===== config.mk =====
export PLATFORM = sky130hd
export DESIGN_NAME = ysyx_23060061_idu_pipe
export DESIGN_NICKNAME = d
export VERILOG_FILES = /design/src/rtl/ysyx_23060061_idu_pipe.sv
export SDC_FILE = /design/constraint.sdc
export NUM_CORES = 1
export LEC_CHECK = 0
export CAP_MARGIN = 20
export CELL_PAD_IN_SITES_DETAIL_PLACEMENT = 1
export CELL_PAD_IN_SITES_GLOBAL_PLACEMENT = 1
export CORE_AREA = 2 2 169 171
export CTS_BUF_LIST = sky130_fd_sc_hd__clkbuf_16
export DETAILED_ROUTE_END_ITERATION = 16
export DIE_AREA = 0 0 171 173
export PLACE_DENSITY_LB_ADDON = 0.05
export SYNTH_ARGS = -nofsm -noshare
export SYNTH_HDL_FRONTEND = slang
export SYNTH_SLANG_ARGS = --single-unit

===== constraint.sdc =====
create_clock -name clk -period 3.45 [get_ports clk]
set_input_delay 0.69 -clock clk [delete_from_list [all_inputs] [get_ports clk]]
set_output_delay 0.69 -clock clk [all_outputs]
set_load 0.02 [all_outputs]

===== src/rtl/ysyx_23060061_idu_pipe.sv =====
// Pipelined RV32I(+M) decode stage between IFU and EXU.
// Decodes the instruction presented on the input handshake and captures the
// bundle into a 2-entry skid buffer (main + skid). Outputs come only from the
// main register, so they stay stable while the EXU stalls. in_ready is a
// registered function of the occupancy, so out_ready never reaches in_ready
// combinationally.
//
// Handshake: a transfer happens on a rising edge where valid and ready are both
// high (acc = in_valid & in_ready, pop = out_valid & out_ready). A producer
// holding valid keeps its payload stable until the transfer. valid never
// depends on ready.
module ysyx_23060061_idu_pipe #(
    parameter int XLEN      = 32,
    parameter int EN_M      = 0,
    parameter int EN_EBREAK = 1
) (
    input  logic            clk,
    input  logic            rst_n,
    input  logic            flush,
    input  logic            in_valid,
    output logic            in_ready,
    input  logic [31:0]     in_inst,
    input  logic [XLEN-1:0] in_pc,
    output logic            out_valid,
    input  logic            out_ready,
    output logic [XLEN-1:0] out_pc,
    output logic [4:0]      out_rs1,
    output logic [4:0]      out_rs2,
    output logic [4:0]      out_rd,
    output logic [XLEN-1:0] out_imm,
    output logic            out_reg_write,
    output logic [1:0]      out_mem_rw,
    output logic [2:0]      out_mem_ext,
    output logic [3:0]      out_wmask,
    output logic            out_alu_a_sel,
    output logic            out_alu_b_sel,
    output logic [1:0]      out_wb_sel,
    output logic [4:0]      out_alu_op,
    output logic            out_branch,
    output logic [2:0]      out_br_type,
    output logic            out_jump,
    output logic            out_ebreak,
    output logic            out_illegal,
    output logic [1:0]      dbgState
);

    if (XLEN != 32) begin : gXlenCheck
        $error("ysyx_23060061_idu_pipe: only XLEN=32 is supported");
    end

    // Opcodes
    localparam logic [6:0] OP_LUI    = 7'b0110111;
    localparam logic [6:0] OP_AUIPC  = 7'b0010111;
    localparam logic [6:0] OP_JAL    = 7'b1101111;
    localparam logic [6:0] OP_JALR   = 7'b1100111;
    localparam logic [6:0] OP_BRANCH = 7'b1100011;
    localparam logic [6:0] OP_LOAD   = 7'b0000011;
    localparam logic [6:0] OP_STORE  = 7'b0100011;
    localparam logic [6:0] OP_IMM    = 7'b0010011;
    localparam logic [6:0] OP_REG    = 7'b0110011;
    localparam logic [6:0] OP_SYSTEM = 7'b1110011;

    // ALU operation codes
    localparam logic [4:0] ALU_ADD    = 5'd0;
    localparam logic [4:0] ALU_SUB    = 5'd1;
    localparam logic [4:0] ALU_PASSB  = 5'd2;
    localparam logic [4:0] ALU_ADDCLR = 5'd3;
    localparam logic [4:0] ALU_SLTU   = 5'd4;
    localparam logic [4:0] ALU_SLT    = 5'd5;
    localparam logic [4:0] ALU_XOR    = 5'd6;
    localparam logic [4:0] ALU_SRA    = 5'd7;
    localparam logic [4:0] ALU_SRL    = 5'd8;
    localparam logic [4:0] ALU_SLL    = 5'd9;
    localparam logic [4:0] ALU_OR     = 5'd10;
    localparam logic [4:0] ALU_AND    = 5'd11;
    localparam logic [4:0] ALU_MUL    = 5'd16;

    // Writeback source
    localparam logic [1:0] WB_MEM = 2'b00;
    localparam logic [1:0] WB_ALU = 2'b01;
    localparam logic [1:0] WB_PC4 = 2'b10;

    localparam logic [6:0] F7_ZERO = 7'b0000000;
    localparam logic [6:0] F7_ALT  = 7'b0100000;
    localparam logic [6:0] F7_MUL  = 7'b0000001;

    typedef struct packed {
        logic [XLEN-1:0] pc;
        logic [4:0]      rs1;
        logic [4:0]      rs2;
        logic [4:0]      rd;
        logic [XLEN-1:0] imm;
        logic            regWrite;
        logic [1:0]      memRw;
        logic [2:0]      memExt;
        logic [3:0]      wmask;
        logic            aluASel;
        logic            aluBSel;
        logic [1:0]      wbSel;
        logic [4:0]      aluOp;
        logic            branch;
        logic [2:0]      brType;
        logic            jump;
        logic            ebreak;
        logic            illegal;
    } Bundle;

    typedef enum logic [1:0] {
        EMPTY = 2'd0,
        ONE   = 2'd1,
        TWO   = 2'd2
    } OccState;

    OccState stateQ, stateNext;
    logic    inReadyQ;
    Bundle   mainQ, skidQ, dec;
    logic    loadMain, loadSkid, moveSkid;
    logic    acc, pop;

    // Instruction fields
    logic [6:0]  opcode;
    logic [2:0]  funct3;
    logic [6:0]  funct7;
    logic [4:0]  rs1F, rs2F, rdF;
    logic [31:0] immI, immS, immB, immU, immJ;

    assign opcode = in_inst[6:0];
    assign funct3 = in_inst[14:12];
    assign funct7 = in_inst[31:25];
    assign rs1F   = in_inst[19:15];
    assign rs2F   = in_inst[24:20];
    assign rdF    = in_inst[11:7];
    assign immI   = {{20{in_inst[31]}}, in_inst[31:20]};
    assign immS   = {{20{in_inst[31]}}, in_inst[31:25], in_inst[11:7]};
    assign immB   = {{19{in_inst[31]}}, in_inst[31], in_inst[7], in_inst[30:25], in_inst[11:8], 1'b0};
    assign immU   = {in_inst[31:12], 12'b0};
    assign immJ   = {{11{in_inst[31]}}, in_inst[31], in_inst[19:12], in_inst[20], in_inst[30:21], 1'b0};

    // ALU op shared by OP-IMM and OP for the funct7=0 encodings
    function automatic logic [4:0] baseOp(input logic [2:0] f3);
        logic [4:0] op;
        case (f3)
            3'b000:  op = ALU_ADD;
            3'b001:  op = ALU_SLL;
            3'b010:  op = ALU_SLT;
            3'b011:  op = ALU_SLTU;
            3'b100:  op = ALU_XOR;
            3'b101:  op = ALU_SRL;
            3'b110:  op = ALU_OR;
            default: op = ALU_AND;
        endcase
        return op;
    endfunction

    // Combinational decode of in_inst; an unrecognised encoding collapses to a
    // bundle carrying only the PC and the illegal flag.
    always_comb begin
        logic legal;
        logic usesRd;
        dec    = '0;
        legal  = 1'b0;
        usesRd = 1'b0;
        dec.pc = in_pc;
        case (opcode)
            OP_LUI: begin
                legal       = 1'b1;
                usesRd      = 1'b1;
                dec.rd      = rdF;
                dec.imm     = immU;
                dec.aluBSel = 1'b1;
                dec.aluOp   = ALU_PASSB;
                dec.wbSel   = WB_ALU;
            end
            OP_AUIPC: begin
                legal       = 1'b1;
                usesRd      = 1'b1;
                dec.rd      = rdF;
                dec.imm     = immU;
                dec.aluASel = 1'b1;
                dec.aluBSel = 1'b1;
                dec.aluOp   = ALU_ADD;
                dec.wbSel   = WB_ALU;
            end
            OP_JAL: begin
                legal       = 1'b1;
                usesRd      = 1'b1;
                dec.rd      = rdF;
                dec.imm     = immJ;
                dec.aluASel = 1'b1;
                dec.aluBSel = 1'b1;
                dec.aluOp   = ALU_ADD;
                dec.wbSel   = WB_PC4;
                dec.jump    = 1'b1;
            end
            OP_JALR: begin
                legal       = (funct3 == 3'b000);
                usesRd      = 1'b1;
                dec.rs1     = rs1F;
                dec.rd      = rdF;
                dec.imm     = immI;
                dec.aluBSel = 1'b1;
                dec.aluOp   = ALU_ADDCLR;
                dec.wbSel   = WB_PC4;
                dec.jump    = 1'b1;
            end
            OP_BRANCH: begin
                legal       = (funct3 != 3'b010) && (funct3 != 3'b011);
                dec.rs1     = rs1F;
                dec.rs2     = rs2F;
                dec.imm     = immB;
                dec.aluASel = 1'b1;
                dec.aluBSel = 1'b1;
                dec.aluOp   = ALU_ADD;
                dec.branch  = 1'b1;
                dec.brType  = funct3;
            end
            OP_LOAD: begin
                legal       = 1'b1;
                usesRd      = 1'b1;
                dec.rs1     = rs1F;
                dec.rd      = rdF;
                dec.imm     = immI;
                dec.aluBSel = 1'b1;
                dec.aluOp   = ALU_ADD;
                dec.memRw   = 2'b10;
                dec.wbSel   = WB_MEM;
                case (funct3)
                    3'b000:  dec.memExt = 3'b001;
                    3'b001:  dec.memExt = 3'b010;
                    3'b010:  dec.memExt = 3'b000;
                    3'b100:  dec.memExt = 3'b011;
                    3'b101:  dec.memExt = 3'b100;
                    default: legal = 1'b0;
                endcase
            end
            OP_STORE: begin
                legal       = 1'b1;
                dec.rs1     = rs1F;
                dec.rs2     = rs2F;
                dec.imm     = immS;
                dec.aluBSel = 1'b1;
                dec.aluOp   = ALU_ADD;
                dec.memRw   = 2'b01;
                case (funct3)
                    3'b000:  dec.wmask = 4'b0001;
                    3'b001:  dec.wmask = 4'b0011;
                    3'b010:  dec.wmask = 4'b1111;
                    default: legal = 1'b0;
                endcase
            end
            OP_IMM: begin
                usesRd      = 1'b1;
                dec.rs1     = rs1F;
                dec.rd      = rdF;
                dec.imm     = immI;
                dec.aluBSel = 1'b1;
                dec.wbSel   = WB_ALU;
                dec.aluOp   = baseOp(funct3);
                if (funct3 == 3'b001) begin
                    legal = (funct7 == F7_ZERO);
                end else if (funct3 == 3'b101) begin
                    legal = (funct7 == F7_ZERO) || (funct7 == F7_ALT);
                    if (funct7 == F7_ALT) dec.aluOp = ALU_SRA;
                end else begin
                    legal = 1'b1;
                end
            end
            OP_REG: begin
                usesRd    = 1'b1;
                dec.rs1   = rs1F;
                dec.rs2   = rs2F;
                dec.rd    = rdF;
                dec.wbSel = WB_ALU;
                dec.aluOp = baseOp(funct3);
                if (funct7 == F7_ZERO) begin
                    legal = 1'b1;
                end else if (funct7 == F7_ALT) begin
                    if (funct3 == 3'b000) begin
                        legal     = 1'b1;
                        dec.aluOp = ALU_SUB;
                    end else if (funct3 == 3'b101) begin
                        legal     = 1'b1;
                        dec.aluOp = ALU_SRA;
                    end
                end else if (funct7 == F7_MUL) begin
                    legal     = (EN_M != 0);
                    dec.aluOp = ALU_MUL | {2'b00, funct3};
                end
            end
            OP_SYSTEM: begin
                if ((in_inst == 32'h0010_0073) && (EN_EBREAK != 0)) begin
                    legal      = 1'b1;
                    dec.ebreak = 1'b1;
                end
            end
            default: legal = 1'b0;
        endcase
        dec.regWrite = usesRd && (rdF != 5'd0);
        if (!legal) begin
            dec         = '0;
            dec.pc      = in_pc;
            dec.illegal = 1'b1;
        end
    end

    assign acc = in_valid && inReadyQ;
    assign pop = out_valid && out_ready;

    // Occupancy next-state and buffer load controls; flush wins over everything
    always_comb begin
        stateNext = stateQ;
        loadMain  = 1'b0;
        loadSkid  = 1'b0;
        moveSkid  = 1'b0;
        if (flush) begin
            stateNext = EMPTY;
        end else begin
            case (stateQ)
                EMPTY: begin
                    if (acc) begin
                        stateNext = ONE;
                        loadMain  = 1'b1;
                    end
                end
                ONE: begin
                    if (acc && !pop) begin
                        stateNext = TWO;
                        loadSkid  = 1'b1;
                    end else if (acc && pop) begin
                        loadMain  = 1'b1;
                    end else if (pop) begin
                        stateNext = EMPTY;
                    end
                end
                TWO: begin
                    if (pop) begin
                        stateNext = ONE;
                        moveSkid  = 1'b1;
                    end
                end
                default: stateNext = EMPTY;
            endcase
        end
    end

    // Occupancy state and registered input-side ready
    always_ff @(posedge clk or negedge rst_n) begin
        if (!rst_n) begin
            stateQ   <= EMPTY;
            inReadyQ <= 1'b0;
        end else begin
            stateQ   <= stateNext;
            inReadyQ <= (stateNext != TWO);
        end
    end

    // Main and skid payload registers
    always_ff @(posedge clk or negedge rst_n) begin
        if (!rst_n) begin
            mainQ <= '0;
            skidQ <= '0;
        end else begin
            if (loadMain) begin
                mainQ <= dec;
            end else if (moveSkid) begin
                mainQ <= skidQ;
            end
            if (loadSkid) begin
                skidQ <= dec;
            end
        end
    end

    assign in_ready      = inReadyQ;
    assign out_valid     = (stateQ != EMPTY);
    assign dbgState      = stateQ;
    assign out_pc        = mainQ.pc;
    assign out_rs1       = mainQ.rs1;
    assign out_rs2       = mainQ.rs2;
    assign out_rd        = mainQ.rd;
    assign out_imm       = mainQ.imm;
    assign out_reg_write = mainQ.regWrite;
    assign out_mem_rw    = mainQ.memRw;
    assign out_mem_ext   = mainQ.memExt;
    assign out_wmask     = mainQ.wmask;
    assign out_alu_a_sel = mainQ.aluASel;
    assign out_alu_b_sel = mainQ.aluBSel;
    assign out_wb_sel    = mainQ.wbSel;
    assign out_alu_op    = mainQ.aluOp;
    assign out_branch    = mainQ.branch;
    assign out_br_type   = mainQ.brType;
    assign out_jump      = mainQ.jump;
    assign out_ebreak    = mainQ.ebreak;
    assign out_illegal   = mainQ.illegal;

endmodule

# == After elaboration in Yosys (flattened, before gate mapping) ==
# Cells that the tools add are included.
# word_totals
reg_bits,213
output_inout_bits,109
wordCells,145
# op_classes
n_eq_ne,24
mux,57
n_reduce_logical,26
# op_table
op,count
two-way mux 105 bit,2
case mux 32 bit (5 select lines),1
two-way mux 73 bit,1
two-way mux 5 bit,8
equality test 32 x 21 -> 1 bit (second input constant),1
equality test 7 x 6 -> 1 bit (second input constant),4
equality test 7 bit (second input constant),4
case mux 4 bit (7 select lines),1
two-way mux 1 bit,24
two-way mux 4 bit,5
case mux 5 bit (4 select lines),1
OR reduction 3 bit,5
equality test 7 x 5 -> 1 bit (second input constant),2
two-way mux 2 bit,6
case mux 3 bit (4 select lines),1
case mux 4 bit (3 select lines),1
equality test 3 bit (second input constant),3
case mux 1 bit (8 select lines),1
case mux 2 bit (2 select lines),2
OR reduction 8 bit,1
equality test 7 x 1 -> 1 bit (second input constant),1
equality test 7 x 2 -> 1 bit (second input constant),1
zero test 7 bit,1
OR reduction 7 bit,1
20 further kinds,29

# == Longest topological paths before layout ==
# Gate-level depths: netlist (run 1).
# logic_depth
word_depth,9
mapped_depth,12
mapped_depth_nobuf,8

# == Least setup slack after synthesis (run 1) ==
# OpenSTA, ideal clock, no wires.
# synth_path
kind,input to register
start,in in_inst[14]
end,"reg mainQ, in the netlist out_imm[6]"
setup_time_ns,0.138
arrival_time_ns,3.091
t_required_ns,3.312
path_slack_ns,0.220
path_stages,12
n_path_buf,4
path_cell_list,clkbuf_1 clkbuf_1 inv_1 ha_1 or2_2 nor2_1 or3_1 clkbuf_1 nand4b_1 nor2_4 clkbuf_1 o22ai_1
# synth_between
elab_chain_cells,8
word_cells_on_any_way,23
# synth_lines
element,line_no,text
"start, declared",22,"input logic [31:0] in_inst,"
equality test 3 bit,"227, 261, 281",
two-way mux 1 bit,281,end else if (funct3 == 3'b101) begin
two-way mux 1 bit,278,if (funct3 == 3'b000) begin
two-way mux 1 bit,277,end else if (funct7 == F7_ALT) begin
two-way mux 1 bit,275,if (funct7 == F7_ZERO) begin
case mux 1 bit (8 select lines) (*),164,case (opcode)
two-way mux 73 bit (*),299,if (!legal) begin
two-way mux 105 bit (*),363,if (loadMain) begin
"end signal, assigned",366,mainQ <= skidQ;
"end, declared",116,"Bundle mainQ, skidQ, dec;"
# Every way passes the cells marked *; elsewhere a longest branch is shown, timed or not.
# A chain may end at the register's enable or synchronous reset.

# == Worst setup path in the final report (run 1) ==
# layout_path
start,in in_inst[27]
end,"reg mainQ, in the netlist out_imm[15]"
# layout_between
elab_chain_cells,7
word_cells_on_any_way,12
# layout_lines
element,line_no,text
equality test 7 x 6 -> 1 bit / zero test 7 bit (equally long branches),--,
logical OR 1 bit,262,legal = (funct7 == F7_ZERO) || (funct7 == F7_ALT);
two-way mux 1 bit,261,end else if (funct3 == 3'b101) begin
two-way mux 1 bit,259,if (funct3 == 3'b001) begin
case mux 1 bit (8 select lines) (*),164,
two-way mux 73 bit (*),299,
two-way mux 105 bit (*),363,
# Marks and branches as above.

==> results of run 1 <==
per-stage QoR:
step / std cells / worst slack, ns / setup TNS, ns
5_1_grt: 1575 / 0.362 / 0
3_5_place_dp: 1530 / -0.0572 / -0.541
2_1_floorplan: 998 / 0.220 / 0
3_3_place_gp: 1530 / 0.0167 / 0
6_report: 1575 / 0.470 / 0
4_1_cts: 1575 / 0.486 / 0
critical path, cell delays in order:
cell	delay (ns)
clkdlybuf4s50_1	0.42
or4_1	0.67
or3_1	0.39
or4_4	0.58
nand2_4	0.12
nor2_4	0.07
buf_12	0.18
o31ai_1	0.26
state kept, by name (all words and copies together) (netlist names):
signal,flops
dbgState,2
in_ready,1
out_alu_a_sel,1
out_alu_b_sel,1
out_alu_op,5
out_br_type,3
out_branch,1
out_ebreak,1
out_illegal,1
out_imm,32
out_mem_ext,3
out_mem_rw,2
out_pc,32
out_rd,5
out_reg_write,1
out_rs1,5
out_rs2,5
out_wb_sel,2
out_wmask,3
skidQ,103
area by class of cell:
class | instances | share of cell area [%]
Sequential cell | 209 | 40.6
Multi-Input combinational cell | 697 | 31.2
Timing Repair Buffer | 238 | 18.5
Clock buffer | 25 | 4.86
Tap cell | 378 | 3.67
Clock inverter | 20 | 0.903
Inverter | 8 | 0.233
placed cells by master, fill, tap and decap left out, drive strengths merged, types with 22 or more instances in the layout:
cell type      synthesis  final
a21oi                 29     29
a22oi                 38     38
buf                   19     61
clkbuf                65     26
clkdlybuf4s50          0    176
dfrtp                209    209
mux2i                 53     53
nand2                230    230
nand3                 54     54
nor2                  22     22
o21ai                111    111
o22ai                 22     22
o31ai                 38     38
synthesized netlist by cell type, drive strengths merged (5+ instances only):
| cell type | number |
|---|---|
| clkbuf | 65 |
| a22oi | 38 |
| dfrtp | 209 |
| nand2 | 230 |
| and3 | 5 |
| mux2 | 10 |
| nand3 | 54 |
| nor2 | 22 |
| mux2i | 53 |
| o22ai | 22 |
| inv | 8 |
| o31ai | 38 |
| nor2b | 7 |
| a21oi | 29 |
| o21ai | 111 |
| buf | 19 |
| nor3 | 8 |
worst max path at each step:
| stage | to | slack, ns | cells past startpoint |
|---|---|---|---|
| 2_1_floorplan | out_imm[6] | 0.22 | 12 |
| 3_3_place_gp | skidQ[15] | 0.02 | 7 |
| 3_5_place_dp | out_imm[15] | -0.06 | 8 |
| 4_1_cts | out_imm[15] | 0.49 | 8 |
| 5_1_grt | skidQ[10] | 0.36 | 8 |
| 6_report | out_imm[15] | 0.47 | 8 |
cell families (layout without fill, tap and decap cells):
group | count (synthesis) | after routing | synth area share, %
buffers and inverters | 92 | 291 | 4.02
muxes | 63 | 63 | 6.69
xor gates and xnor gates | 7 | 7 | 0.638
adders and majority gates | 3 | 3 | 0.391
DFF | 209 | 209 | 54.4
and+or+nand+nor | 358 | 358 | 16.6
AOI/OAI and AO/OA | 266 | 266 | 17.3
routing by layer:
layer  up-vias  GRT usage [%]
met4         0           4.34
li1       3895              -
met2       175           34.2
met1      4137           30.6
met5         -              0
met3        31           2.88
power by group through the flow:
stage / clock (mW) / combinational (mW) / sequential [mW]
after floorplan: 0 / 0.293 / 2.87
after global placement: 0 / 0.847 / 2.79
after detailed placement: 0 / 0.864 / 2.80
after CTS: 2.52 / 0.868 / 2.75
after global routing: 2.61 / 0.941 / 2.78
final: 2.44 / 0.854 / 2.75
==> summary.txt, run 1 <==
Outcome
  – Status: completed

Power and ir drop
  – Switching part of the total power: 27.2%
  – Power, Total: 6.05 mW
  – Sequential Power Share: 45.5%
  – P_int: 4.40 mW
  – Clock group share of total power: 40.4%
  – Logic pwr share: 14.1%
  – LEAKAGE: 5.39 nW
  – P_sw: 1.65 mW
  – Pwr per Cell Area: about 470 mW/mm2
  – Worst vdd ir: ~0.31 mV

STA
  – Setup violations, final: 0
  – Skew final: 0.0180 ns
  – Final worst-path cycle share: 86.4%
  – Max-slew violations: 0
  – Max-slew headroom: about two fifths
  – Unrepaired setup endpoints after global routing: false
  – WHS: 0.180 ns
  – Final hold violations: 0
  – Fin crit period: roughly 3.0 ns
  – Worst-margin pin slew: ~0.88 ns
  – F_max: 0.336 GHz

Detailed routing
  – Routed wl met2: 14,600 um
  – Vias: 8,238
  – 1st-pass router iterations: 4
  – First-iteration detailed-routing DRC count: 485
  – Met1 WL: between 15,000 and 20,000 um
  – Final ANT Viol Nets: 0
  – DR top layer: met4
  – Routed vias/inst: 5.23
  – Final wirelength: ~31,000 um
  – DRC Markers: 0
  – WL met3: ~1400 um
  – Average wire per standard cell: roughly 20 um

Setup path
  – Critical path arrival: about 3.4 ns
  – Reg-to-Reg End: out_imm[4]
  – Worst setup SP type: input port
  – Setup CP Type: input port to flip-flop
  – Worst r2r src: dbgState[0]
  – R2r worst-path depth: 6
  – CP Capture Type: flip-flop
  – R2r setup slk: 1.20 ns
  – Max FO, Critical Path: 22
  – CP required: 3.86 ns
  – CP startpoint: in_inst[27]

Yosys
  – Synth Register Bits: 209
  – Post-synthesis sequential area ratio: 54.4%
  – Syn avg cell area: 9.63 um2
  – Post-synthesis net count: approximately 1,100
  – Synthesis Warnings: 0
  – Number of flops mapped to enable cells by yosys: 0
  – Netlist cell types: 60
  – Area leader, netlist: dfrtp_1
  – Synth area leaders: dfrtp_1, nand2_1, mux2i_1
  – Syn Std Cell Area: 0.00961 mm2
  – Share of the synthesized area in the top cell type: 54.4%
  – Async S/R FF share, synth: 100%
  – Cells after synthesis: 998
  – Ys flop type: dfrtp_1

Clocking
  – H-tree levels: 1
  – Clock Latency Late Sink: 0.53 ns
  – CTS resizes: 0
  – Post-CTS setup buffers: 0
  – Root Buffer: clkbuf_16
  – Clock transition at path regs: 0.06 ns
  – Longest Clk Path Bufs: 3
  – CTS tree: built
  – Clk sinks: 209
  – CTS Hold Bufs: 0
  – Clock buffer count from CTS: 25

Worst hold path
  – HP Class: input port to asynchronous set/reset pin

Global route
  – Gr ovfl total: 0
  – Vias in the first global route: roughly 8,700
  – GRT Util Overall: between 20% and 30%
  – Global-route wire length before repair: 50,200 um
  – Antenna violations before repair: 0
  – Largest net degree at the start of global routing: 116

Cells and area
  – Nets: 1,251
  – Final instance area: 0.0129 mm2
  – Layout cell share with drive strength beyond 1: under 10%
  – Multi-input combinational cell area: 0.00402 mm2
  – Final Util: a little under half
  – Area Overhead vs Synth: 34.1%
  – Fill cell count: 3,126
  – N_diodes: 0
  – Seq. cell area: about 0.0052 mm2

Floorplan
  – Die width: between 150 and 200 um
  – Chip Height: 173 um
  – FP Rows: 61
  – Io pins: 178
  – Starting Density: 34.8%
  – Core area: 0.0276 mm2
  – Die ar.: approximately 0.030 mm2

Flow run
  – Maxcap violations: 0

Place
  – Area after DPL: between 0.01 and 0.015 mm2
  – Port bufs: approximately 180
  – Gpl congestion: 0.785
  – DP HPWL: about 21,000 um
Note: power is estimated with default switching activity, not from simulation.
==> run 2: changes to the inputs <==
--- a/config.mk
+++ b/config.mk
@@ -5,13 +5,14 @@
 export SDC_FILE = /design/constraint.sdc
 export NUM_CORES = 1
 export LEC_CHECK = 0
+export ABC_AREA = 1
 export CAP_MARGIN = 20
 export CELL_PAD_IN_SITES_DETAIL_PLACEMENT = 1
 export CELL_PAD_IN_SITES_GLOBAL_PLACEMENT = 1
-export CORE_AREA = 2 2 169 171
+export CORE_AREA = 2 2 171 173
 export CTS_BUF_LIST = sky130_fd_sc_hd__clkbuf_16
 export DETAILED_ROUTE_END_ITERATION = 16
-export DIE_AREA = 0 0 171 173
+export DIE_AREA = 0 0 173 175
 export PLACE_DENSITY_LB_ADDON = 0.05
 export SYNTH_ARGS = -nofsm -noshare
 export SYNTH_HDL_FRONTEND = slang
==> run 2 against run 1 <==
  * Fmax rose by 12%
  * Power rose by 7.9%
  * Synthesized area rose by 2.7%
  * Count of clock-buffer cells in the layout rose by 2
  * First-iteration DRC count rose by 7.6%
  * Sequential share of layout area rose by 0.056 points
  * Sequential power rose by 4%
  * Non-clock buffer count fell by 34
  * Largest cell class unchanged
  * Largest power group unchanged
==> summary.txt, run 2 <==
Yosys
  – Number of flops mapped to enable cells by yosys: 0 (unchanged)
  – Most frequent cell after synthesis: nand2_1 (unchanged)
  – Syn Std Cell Area: 0.00987 mm2 (was 0.00961 mm2)
  – Post-synthesis sequential area ratio: 53.0% (was 54.4%)
  – Cells after synthesis: 1,230 (was 998)
  – Share of the synthesized area in the top cell type: 53.0% (was 54.4%)
  – Post-synthesis net count: 1,302 (was 1,070)
  – Synth Register Bits: 209 (unchanged)
  – Async S/R FF share, synth: 100% (unchanged)
  – Ys flop type: dfrtp_1 (unchanged)
  – Synthesis Warnings: 0 (unchanged)
  – Synth area leaders: dfrtp_1, nand2_1, nand3_1 (was dfrtp_1, nand2_1, mux2i_1)
  – Post-synth top cells: nand2_1, dfrtp_1, inv_1 (was nand2_1, dfrtp_1, o21ai_0)
  – Area leader, netlist: dfrtp_1 (unchanged)
  – Syn avg cell area: 8.02 um2 (was 9.63 um2)
  – Netlist cell types: 32 (was 60)

Clocking
  – Clock transition at path regs: 0.06 ns (about the same)
  – Clk sinks: 209 (unchanged)
  – Root Buffer: clkbuf_16 (unchanged)
  – CTS resizes: 0 (unchanged)
  – Longest Clk Path Bufs: 3 (unchanged)
  – Clock Latency Late Sink: 0.53 ns (about the same)
  – CTS Hold Bufs: 0 (unchanged)
  – H-tree levels: 1 (unchanged)
  – Clock buffer count from CTS: 26 (was 25)
  – Post-CTS setup buffers: 0 (unchanged)
  – CTS tree: built (unchanged)

Floorplan
  – Core area: 0.0284 mm2 (was 0.0276 mm2)
  – Die ar.: 0.0303 mm2 (was 0.0296 mm2)
  – Starting Density: 34.8% (about the same)
  – Die width: 173 um (was 171 um)
  – Chip Height: 175 um (was 173 um)
  – FP Rows: 62 (was 61)
  – Io pins: 178 (unchanged)

Cells and area
  – Max reg flops: 103 (unchanged)
  – Commonest cells after routing, fill and taps aside: nand2_1, dfrtp_1, clkdlybuf4s50_1 (unchanged)
  – Area Overhead vs Synth: 30.3% (was 34.1%)
  – Finished Layout Cells: 1,789 (was 1,575)
  – Nets: 1,460 (was 1,251)
  – Fill cell count: 3,420 (was 3,126)
  – Layout cell share with drive strength beyond 1: 5.77% (was 9.77%)
  – Biggest register: skidQ (unchanged)
  – Commonest non-fill, non-tap cell in the layout: nand2_1 (unchanged)
  – Final instance area: 0.0129 mm2 (about the same)

STA
  – Max-slew headroom: 40.0% (was 41.5%)
  – Final hold violations: 0 (unchanged)
  – Final worst-path cycle share: 77.3% (was 86.4%)
  – Setup violations, final: 0 (unchanged)
  – Setup TNS Final: 0 ns (unchanged)
  – Setup ws final: 0.782 ns (was 0.470 ns)
  – Skew final: 0.0151 ns (was 0.0180 ns)
  – F_max: 0.375 GHz (was 0.336 GHz)
  – Fin crit period: 2.67 ns (was 2.98 ns)
  – Unrepaired setup endpoints after global routing: false (unchanged)
  – Max-slew violations: 0 (unchanged)
  – Worst-margin pin slew: 0.899 ns (was 0.876 ns)

Global route
  – Largest net degree at the start of global routing: 88 (was 116)
  – Global-route wire length before repair: 52,700 um (was 50,200 um)
  – Vias in the first global route: 9,255 (was 8,699)
  – GRT Util Overall: 21.5% (was 21.2%)
  – Gr ovfl total: 0 (unchanged)
  – Antenna violations before repair: 1 (was 0)

Place
  – Area after DPL: 0.0121 mm2 (about the same)
  – Port bufs: 177 (unchanged)
  – Gpl congestion: 0.862 (was 0.785)
  – Place WS: 0.212 ns (was -0.0572 ns)
  – Placed Instances: 1,744 (was 1,530)
  – DP HPWL: 21,600 um (was 21,100 um)

Setup path
  – Worst setup SP type: input port (unchanged)
  – Max FO, Critical Path: 40 (was 22)
  – Critical path arrival: 3.12 ns (was 3.39 ns)
  – Critical path, cell by cell: clkdlybuf4s50_1, nor2_1, nand2_1, nor2_1, nand2_1, nor2_1, nor2_1, nand3_2, buf_4, nand3_1, nand3_1 (was clkdlybuf4s50_1, or4_1, or3_1, or4_4, nand2_4, nor2_4, buf_12, o31ai_1)
  – Worst path slowest cell: clkdlybuf4s50_1 (was or4_1)
  – R2r setup slk: 1.44 ns (was 1.20 ns)
  – Crit-path max cell delay: 0.57 ns (was 0.67 ns)
  – Setup CP Type: input port to flip-flop (unchanged)
  – CP Capture Type: flip-flop (unchanged)
  – Most used cell, CP: nor2_1
  – CP required: 3.90 ns (was 3.86 ns)

Detailed routing
  – 1st-pass router iterations: 5 (was 4)
  – DRC Markers: 0 (unchanged)
  – Vias: 8,884 (was 8,238)
  – First-iteration detailed-routing DRC count: 522 (was 485)
  – Routed vias/inst: 4.97 (was 5.23)
  – Average wire per standard cell: 18.0 um (was 20.0 um)
  – Final ANT Viol Nets: 0 (unchanged)
  – Final wirelength: 32,300 um (was 31,500 um)

Worst hold path
  – HP Class: input port to asynchronous set/reset pin (unchanged)

Power and ir drop
  – Power, Total: 6.52 mW (was 6.05 mW)
  – Pwr per Cell Area: 507 mW/mm2 (was 469 mW/mm2)
  – LEAKAGE: 6.21 nW (was 5.39 nW)
  – Worst vdd ir: 0.260 mV (was 0.311 mV)

Outcome
  – Status: completed (unchanged)

Flow run
  – Maxcap violations: 0 (unchanged)
[run 2: cell count changes after synthesis, moves of 34 or more]
| cell | before | now |
|---|---|---|
| nor2_1 | 21 | 57 |
| o31ai_1 | 36 | 0 |
| inv_1 | 8 | 106 |
| a21oi_1 | 29 | 63 |
| mux2i_1 | 53 | 0 |
| nand2_1 | 229 | 415 |
| nand3_1 | 54 | 101 |
[run 2: logic make-up (layout without fill, tap and decap cells)]
kind of cell	Yosys count	after routing	synth area share [%]
and+or+nand+nor	588	588	24.1
adders and majority gates	3	3	0.380
other	0	1	0
buffers and inverters	191	365	8.09
AOI/OAI and AO/OA	239	239	14.5
DFF	209	209	53.0
[run 2: final cells by class]
type | count | area [um2] | area share (%)
Sequential cell | 209 | 5230 | 40.7
Multi-Input combinational cell | 830 | 3850 | 29.9
Timing Repair Buffer | 204 | 2090 | 16.3
Clock buffer | 27 | 676 | 5.25
Tap cell | 384 | 480 | 3.73
Inverter | 117 | 442 | 3.43
Clock inverter | 17 | 95.1 | 0.739
Antenna cell | 1 | 2.50 | 0.0195
[run 2: power breakdown]
part	total [mW]	switching [mW]	leakage, nW	internal, mW
combinational	1.14	0.648	3.06	0.496
clock	2.51	1.04	0.408	1.47
sequential	2.87	0.145	2.74	2.72
[run 2: routing by layer]
layer,vias up,share of wire [%],track usage (%)
met2,168,45,33.4
met1,4382,50,32.1
li1,4300,-,-
met4,0,1.4,3.85
met5,-,0,0
met3,34,3.9,3.26
[run 2: path summary, 6_finish.rpt]
kind	startpoint	depth (start not counted)	end
max	in_inst[13]	11	out_alu_b_sel
min	rst_n	1	skidQ[89]
max reg2reg	dbgState[0]	8	out_imm[0]
min reg2reg	out_pc[9]	2	out_pc[9]
max in group asynchronous	rst_n	2	out_imm[16]
min in group clk	out_pc[9]	2	out_pc[9]
[run 2: worst max-delay path: cells and delay by family]
kind                   cells  cell delay (ns)
AND/OR/NAND/NOR            9             1.44
buffers and inverters      2             0.97
[run 2: per-stage QoR]
step                      hold slack, ns  utilization, %
after floorplan                    0.394               -
after global placement             0.463            42.6
after detailed placement           0.466            42.6
after CTS                          0.185            45.3
after global routing               0.212            45.3
final                              0.170            45.3
==> run 3: changes to the inputs <==
==> constraint.sdc (replaced) <==
create_clock -name clk -period 2.8 [get_ports clk]
set_input_delay 0.56 -clock clk [delete_from_list [all_inputs] [get_ports clk]]
set_output_delay 0.56 -clock clk [all_outputs]
set_load 0.02 [all_outputs]
==> run 3 against run 2 <==
  * First-iteration DRC count down 15%
  * Via count increased by 0.20%
  * Worst setup slack worse by 0.30 ns
  * Critical endpoint is now out_valid
  * Global-route usage decreased by 0.36 points
  * Register-to-register slack worse by 0.43 ns
  * Cell count is 0.89% higher
==> summary.txt, run 3 (synthesis results as in run 2) <==
STA
  – WHS: 0.0129 ns (was 0.170 ns)
  – Unrepaired setup endpoints after global routing: false (unchanged)
  – Worst-margin pin slew: 0.635 ns (was 0.899 ns)
  – Final hold violations: 0 (unchanged)
  – Setup ws final: 0.477 ns (was 0.782 ns)
  – Final worst-path cycle share: 82.9%
  – Skew final: 0.0156 ns (was 0.0151 ns)
  – Fin crit period: 2.32 ns
  – Setup violations, final: 0 (unchanged)
  – Max-slew headroom: 57.7% (was 40.0%)
  – Setup TNS Final: 0 ns (unchanged)
  – F_max: 0.431 GHz
  – Max-slew violations: 0 (unchanged)

Global route
  – Global-route met2 utilization: 33.9% (was 33.4%)
  – GR Util met1: 30.9% (was 32.1%)
  – Most used routing layer: met2 (unchanged)
  – Global-route wire length before repair: 51,700 um (was 52,700 um)
  – Gr ovfl total: 0 (unchanged)
  – GRT Util Overall: 21.2% (was 21.5%)
  – Antenna violations before repair: 0 (was 1)
  – Met3 Use GR: 2.98% (was 3.26%)
  – Largest net degree at the start of global routing: 88 (unchanged)
  – Vias in the first global route: 9,203 (was 9,255)

Cells and area
  – Commonest non-fill, non-tap cell in the layout: nand2_1 (unchanged)
  – Commonest cells after routing, fill and taps aside: nand2_1, dfrtp_1, clkdlybuf4s50_1 (unchanged)
  – N_diodes: 0 (was 1)
  – Layout cell share with drive strength beyond 1: 6.62% (was 5.77%)
  – Max reg flops: 103 (unchanged)
  – Biggest register: skidQ (unchanged)
  – Area Overhead vs Synth: 31.0% (was 30.3%)
  – Nets: 1,475 (was 1,460)
  – Final Util: 45.6% (was 45.3%)

Place
  – Port bufs: 177 (unchanged)
  – Gpl congestion: 0.850 (was 0.862)
  – DP HPWL: 21,800 um (was 21,600 um)
  – Place WS: 0.0948 ns (was 0.212 ns)

Detailed routing
  – Vias: 8,902 (was 8,884)
  – Routed vias/inst: 4.93 (was 4.97)
  – Final wirelength: 32,000 um (was 32,300 um)
  – First-iteration detailed-routing DRC count: 443 (was 522)
  – Final ANT Viol Nets: 0 (unchanged)
  – 1st-pass router iterations: 5 (unchanged)
  – Average wire per standard cell: 17.7 um (was 18.0 um)
  – DRC Markers: 0 (unchanged)

Clocking
  – CTS Hold Bufs: 0 (unchanged)
  – H-tree levels: 1 (unchanged)
  – Clock Latency Late Sink: 0.54 ns (was 0.53 ns)
  – Post-CTS setup buffers: 0 (unchanged)
  – Clock buffer count from CTS: 25 (was 26)
  – Root Buffer: clkbuf_16 (unchanged)
  – CTS resizes: 0 (unchanged)
  – Clk sinks: 209 (unchanged)
  – Clock transition at path regs: 0.06 ns (about the same)
  – Longest Clk Path Bufs: 3 (unchanged)
  – CTS tree: built (unchanged)

Power and ir drop
  – Power, Total: 7.82 mW (was 6.52 mW)
  – Worst vdd ir: 0.336 mV (was 0.260 mV)
  – Pwr per Cell Area: 605 mW/mm2 (was 507 mW/mm2)
  – LEAKAGE: 6.26 nW (was 6.21 nW)

Flow run
  – Maxcap violations: 0 (unchanged)

Floorplan
  – Die width: 173 um (unchanged)
  – Chip Height: 175 um (unchanged)
  – FP Rows: 62 (unchanged)
  – Core area: 0.0284 mm2 (unchanged)
  – Starting Density: 34.8% (unchanged)
  – Io pins: 178 (unchanged)
  – Die ar.: 0.0303 mm2 (unchanged)

Setup path
  – CP Capture Type: primary output (was flip-flop)
  – Max FO, Critical Path: 6 (was 40)
  – Worst setup SP type: flip-flop (was input port)
  – Critical path arrival: 1.76 ns (was 3.12 ns)
  – Setup CP Type: flip-flop to primary output (was input port to flip-flop)
  – CP required: 2.24 ns (was 3.90 ns)

Worst hold path
  – HP Class: input port to asynchronous set/reset pin (unchanged)

Outcome
  – Status: completed (unchanged)
run 3: changes by cell type in the layout (fill, tap and decap cells not counted), sizes merged:
cell,change
clkbuf,-2
bufinv,-1
buf,+16
clkinv,+2
inv,+2
diode,-1
run 3: worst max-delay path, stage by stage, from the launching register on:
cell             delay, ns
dfrtp_1               0.43
inv_1                 0.10
nand2_1               0.07
clkdlybuf4s50_1       0.63
run 3: worst paths after layout:
check | to | cells after the start | start | slack [ns]
worst min register to register | skidQ[11] | 2 | skidQ[11] | 0.47
worst min-delay path | out_pc[16] | 1 | rst_n | 0.01
worst max-delay path | out_valid | 3 | dbgState[1] | 0.48
worst max register to register | dbgState[1] | 6 | dbgState[0] | 1.01
min in group clk | skidQ[11] | 2 | skidQ[11] | 0.47
max in group asynchronous | skidQ[68] | 2 | rst_n | 1.97
run 3: area by class of cell:
type                    count  area [um2]
clock buffers              25         626
clock inverters            20        83.8
fillers                  3430       15500
inverters                 117         442
multi-input cells         830        3850
flip-flops and latches    209        5230
well taps                 384         480
repair buffers            220        2220
run 3: stage by stage:
stage / cell area (um2) / instances
2_1_floorplan: 9870 / 1230
3_3_place_gp: 12200 / 1760
3_5_place_dp: 12200 / 1760
4_1_cts: 12900 / 1805
5_1_grt: 12900 / 1805
6_report: 12900 / 1805
run 3: where the power goes:
group	switching, mW	internal (mW)
Combinational	0.792	0.617
Sequential	0.180	3.36
Clock	1.27	1.60
Total	2.24	5.58
run 3: layer usage:
layer / share of wire [%] / vias up
met2: 46 / 183
met3: 4.1 / 32
met1: 49 / 4365
met4: 1.0 / 0
met5: 0 / -
li1: - / 4322
